`src/rtl/seq_mul8b.sv`:
```
// Sequential shift-and-add unsigned multiplier, WIDTH x WIDTH -> 2*WIDTH, one WIDTH-bit add per cycle.
// Optional MUL_ZERO_BYPASS_EN: zero operands skip RUN and finish one cycle after acceptance.
module seq_mul8b #(
  parameter int WIDTH = 8
) (
  input  logic               clk,
  input  logic               rst,
  input  logic               start,
  input  logic [WIDTH-1:0]   op_a,
  input  logic [WIDTH-1:0]   op_b,
  output logic               busy,
  output logic               done,
  output logic [2*WIDTH-1:0] product
);

  localparam int CW = $clog2(WIDTH) + 1;

  localparam logic [1:0] S_IDLE = 2'd0;
  localparam logic [1:0] S_RUN  = 2'd1;
  localparam logic [1:0] S_DONE = 2'd2;

  logic [1:0]         state_q,   state_d;
  logic [WIDTH-1:0]   mcand_q,   mcand_d;
  logic [WIDTH-1:0]   acc_hi_q,  acc_hi_d;
  logic [WIDTH-1:0]   acc_lo_q,  acc_lo_d;
  logic [CW-1:0]      cnt_q,     cnt_d;
  logic [2*WIDTH-1:0] product_q, product_d;

  logic [WIDTH:0]     add_sum;
  logic [2*WIDTH-1:0] shifted;
  logic               zero_bypass;

  // The adder carry-out lands in the MSB of the shifted accumulator, so nothing is lost.
  always_comb begin
    add_sum = {1'b0, acc_hi_q} + {1'b0, (acc_lo_q[0] ? mcand_q : {WIDTH{1'b0}})};
    shifted = {add_sum, acc_lo_q[WIDTH-1:1]};
  end

`ifdef MUL_ZERO_BYPASS_EN
  assign zero_bypass = (op_a == '0) || (op_b == '0);
`else
  assign zero_bypass = 1'b0;
`endif

  always_comb begin
    state_d   = state_q;
    mcand_d   = mcand_q;
    acc_hi_d  = acc_hi_q;
    acc_lo_d  = acc_lo_q;
    cnt_d     = cnt_q;
    product_d = product_q;
    case (state_q)
      S_IDLE: begin
        if (start) begin
          mcand_d  = op_a;
          acc_hi_d = '0;
          acc_lo_d = op_b;
          cnt_d    = '0;
          if (zero_bypass) begin
            product_d = '0;
            state_d   = S_DONE;
          end else begin
            state_d = S_RUN;
          end
        end
      end
      S_RUN: begin
        acc_hi_d = shifted[2*WIDTH-1:WIDTH];
        acc_lo_d = shifted[WIDTH-1:0];
        cnt_d    = cnt_q + CW'(1);
        if (cnt_q == CW'(WIDTH - 1)) begin
          product_d = shifted;
          state_d   = S_DONE;
        end
      end
      S_DONE: state_d = S_IDLE;
      default: state_d = S_IDLE;
    endcase
  end

  always_ff @(posedge clk or posedge rst) begin
    if (rst) begin
      state_q   <= S_IDLE;
      mcand_q   <= '0;
      acc_hi_q  <= '0;
      acc_lo_q  <= '0;
      cnt_q     <= '0;
      product_q <= '0;
    end else begin
      state_q   <= state_d;
      mcand_q   <= mcand_d;
      acc_hi_q  <= acc_hi_d;
      acc_lo_q  <= acc_lo_d;
      cnt_q     <= cnt_d;
      product_q <= product_d;
    end
  end

  assign busy    = (state_q == S_RUN) || (state_q == S_DONE);
  assign done    = (state_q == S_DONE);
  assign product = product_q;

endmodule
```
`config.mk`:
```
export PLATFORM = sky130hd
export DESIGN_NAME = seq_mul8b
export DESIGN_NICKNAME = d
export VERILOG_FILES = /design/src/rtl/seq_mul8b.sv
export SDC_FILE = /design/constraint.sdc
export NUM_CORES = 1
export LEC_CHECK = 0
export ABC_CLOCK_PERIOD_IN_PS = 2400
export CAP_MARGIN = 20
export CORE_MARGIN = 4
export CORE_UTILIZATION = 30
export CTS_CLUSTER_SIZE = 12
export DETAILED_ROUTE_END_ITERATION = 16
export PLACE_DENSITY = 0.46
export SYNTH_ARGS = -nofsm -noshare
export SYNTH_HDL_FRONTEND = slang
export SYNTH_SLANG_ARGS = --single-unit
export TNS_END_PERCENT = 20
```
`constraint.sdc`:
```
create_clock -name clk -period 2.4 [get_ports clk]
set_input_delay 0.24 -clock clk [delete_from_list [all_inputs] [get_ports clk]]
set_output_delay 0.24 -clock clk [all_outputs]
set_load 0.02 [all_outputs]
```
==> reports/metrics.yaml <==
run_status:
  status: "completed"
timing:
  rsz0062_at_grt: "no"
  fin_setup_tns_ns: 0
  fin_crit_sh_pct: 91.3
  finalHoldViolations: 0
  skew_ns: 0.00553
  tightest_slew_ns: 0.599
  period_needed_ns: 2.19
  max_slew_margin_pct: 60.1
  setup_violations: 0
  report.final.slew_viol_count: 0
  fmax_ghz: 0.456
die:
  io_pins: 37
  coreArea_mm2: 0.00729
  die_h_um: 94.9
  die-area_mm2: 0.00900
  start_util_pct: 31.0
  num_rows: 31
  die_width_um: 94.9
logic_synthesis:
  synthesis.nets: 231
  ys_types: 33
  netlist_instances: 199
  syn_area_mm2: 0.00226
  synth_area_per_cell_um2: 11.4
  yosys_warnings: 0
  ys_seq_area_share_pct: 50.9
  yosys.area.top_type_share_pct: 50.9
  synth_top_cell_by_area: "dfrtp_1"
  synth_seq_cells: 46
  ys_top_cells_by_area: "dfrtp_1, mux2_2, ha_1, nand2_1, mux2i_1"
worst_setup_path:
  cp.required_ns: 2.58
  rr_worst_depth: 7
  path_class: "reg2reg"
  start_kind: "flip-flop"
  critical_path_arrival_ns: 2.37
  cp_max_fo: 9
  timing.rr.end: "acc_hi_q[5]$_DFFE_PP0P_"
  reg2reg_from: "acc_lo_q[0]$_DFFE_PP0P_"
  rrSetupSlack_ns: 0.21
  endpoint_kind: "flip-flop"
clock_tree:
  cts_made_buffers: 5
  cts_max_path_buffers: 2
  clk_latency_ns: 0.30
  cts.sinks: 46
  cts_tree: "yes"
  cts-htree-levels: 2
  cts_root_buffer: "clkbuf_8"
  hold_buffers: 0
  cts.clk_slew.worst_paths_ns: 0.08
  ctsResizeCount: 0
  cts_setup_buffers: 0
place:
  place_hpwl_um: 3490
  dp.cells: 333
  gp_congestion: 0.774
  place_area_mm2: 0.00276
  io_buffer_count: 36
finish:
  layout.nets: 273
  multi_input_area_mm2: 0.00106
  final_cells: 341
  n_antenna_cell: 0
  seq_area_mm2: 0.00115
  fin_area_mm2: 0.00285
  area_delta_synth_final_pct: 26.1
  drive_above_1_share_pct: 15.3
  fillers: 761
power_and_ir_drop:
  swShare_pct: 37.9
  peakVddDrop_v: 0.000302
  power_frac_seq_pct: 39.9
  p_int_w: 0.00191
  leakagePower_nw: 1.33
  switchingPower_w: 0.00117
  powerDensity_mw_per_mm2: 1080
  p_clk_share_pct: 16.1
  p_comb_share_pct: 43.9
routing:
  initialDrtViolationCount: 87
  drt-total-wl_um: 4790
  post_drt_wl_per_cell_um: 14.1
  vias: 1538
  via_per_inst: 4.51
  ant_nets: 0
  first_pass_iters: 4
  drc: 0
global_route:
  grt_pass1_wl_um: 8130
  grt_max_degree: 47
  grt_use_total_pct: 11.9
  overflow: 0
  grt_pass1_vias: 1565
  grt_antenna_before_repair: 0
flow_run:
  maxCapViolCount: 0
hold_path:
  hp-class: "in2async"
metal layers:
layer	share of wire, %	track usage, %
met3	3.7	2.71
met5	0	0
met4	1.6	4.33
met2	44	17.1
met1	51	17.2
cell usage after synthesis:
master     number
a211o_1         3
a21o_1          4
a21oi_1         5
a221oi_4        1
a22o_1          4
a22oi_1         1
a31oi_1         1
and2_1          9
and3_2          1
buf_2           6
clkbuf_1        1
dfrtp_1        46
fa_1            1
ha_1           12
inv_1           6
mux2_2         18
mux2i_1        10
nand2_1        28
nand2b_1        1
nand3_1         5
nand4_1         1
nand4b_2        1
nor2_1          2
nor2b_1         1
nor3_1          2
o21a_1          1
o21ai_0        16
o21ai_1         2
o21ba_2         1
o2bb2ai_1       1
o31ai_1         4
xnor2_1         3
xor2_1          1
layout by cell type, fill, tap and decap left out:
cell type,n
nand4_1,1
nor3_1,2
nand2_1,28
o21ba_2,1
dfrtp_1,46
a211o_1,3
o21a_1,1
nor2_1,2
mux2i_1,9
o31ai_1,4
nand3_1,5
ha_1,12
a22o_1,4
a22oi_1,1
o2bb2ai_1,1
a31oi_1,1
mux2i_2,1
clkinv_2,1
clkdlybuf4s50_1,36
o21ai_0,16
o21ai_1,2
and2_1,9
nand2b_1,1
nand4b_2,1
and3_2,1
xnor2_1,3
xor2_1,1
buf_4,6
inv_2,1
fa_1,1
inv_1,5
a21oi_1,5
clkbuf_1,1
mux2_2,18
a221oi_4,1
nor2b_1,1
a21o_1,4
clkbuf_8,6
metrics by stage:
| stage | util (%) | power, W | setup slack (ns) | hold WS, ns |
|---|---|---|---|---|
| 2_1_floorplan | - | 0.00217 | 0.406 | 0.391 |
| 3_3_place_gp | 37.9 | 0.00261 | 0.239 | 0.464 |
| 3_5_place_dp | 37.9 | 0.00262 | 0.184 | 0.473 |
| 4_1_cts | 39.1 | 0.00313 | 0.182 | 0.433 |
| 5_1_grt | 39.1 | 0.00334 | 0.0734 | 0.496 |
| 6_report | 39.1 | 0.00308 | 0.209 | 0.413 |
how the worst max path moves through the flow:
stage	slack, ns	to	from	depth (start not counted)
after floorplan	0.41	acc_hi_q[5]$_DFFE_PP0P_	acc_lo_q[0]$_DFFE_PP0P_	7
final	0.21	acc_hi_q[5]$_DFFE_PP0P_	acc_lo_q[0]$_DFFE_PP0P_	7
after global routing	0.07	acc_hi_q[3]$_DFFE_PP0P_	acc_lo_q[0]$_DFFE_PP0P_	7
after detailed placement	0.18	acc_hi_q[5]$_DFFE_PP0P_	acc_lo_q[0]$_DFFE_PP0P_	7
after CTS	0.18	acc_hi_q[5]$_DFFE_PP0P_	acc_lo_q[0]$_DFFE_PP0P_	7
after global placement	0.24	acc_hi_q[5]$_DFFE_PP0P_	acc_lo_q[0]$_DFFE_PP0P_	7
flip-flops by register name (all words and copies together) (netlist names):
register / count
acc_hi_q: 8
acc_lo_q: 8
cnt_q: 4
mcand_q: 8
product: 16
state_q: 2
critical path, stage by stage, from the launching register on:
cell,delay [ns]
dfrtp_1,0.47
and2_1,0.20
ha_1,0.21
fa_1,0.41
a21o_1,0.24
a221oi_4,0.28
xnor2_1,0.19
o21ai_1,0.09
area by class of cell:
cell class / count / share of cell area (%)
clock inverter: 1 / 0.175
clock buffer: 7 / 3.02
multi-input combinational: 140 / 37.1
tap: 99 / 4.34
inverter: 6 / 0.789
timing repair buffer: 42 / 14.2
sequential: 46 / 40.3
power groups by stage:
stage | logic (W) | registers [W] | clock network [W]
finish | 0.00135 | 0.00123 | 0.000497
global route | 0.00152 | 0.00127 | 0.000550
detailed placement | 0.00137 | 0.00125 | 0
floorplan | 0.000924 | 0.00125 | 0
global placement | 0.00136 | 0.00125 | 0
CTS | 0.00137 | 0.00123 | 0.000524
kinds of logic (layout without fill, tap and decap cells):
family | Yosys count | after routing | share of synthesized area, %
and+or+nand+nor | 51 | 51 | 10.8
DFF | 46 | 46 | 50.9
AOI/OAI and AO/OA | 44 | 44 | 13.4
muxes | 28 | 28 | 13.4
adders and majority gates | 13 | 13 | 7.52
buffers and inverters | 13 | 56 | 2.49
xor gates and xnor gates | 4 | 4 | 1.55
Power figures use the tool's default switching activity.
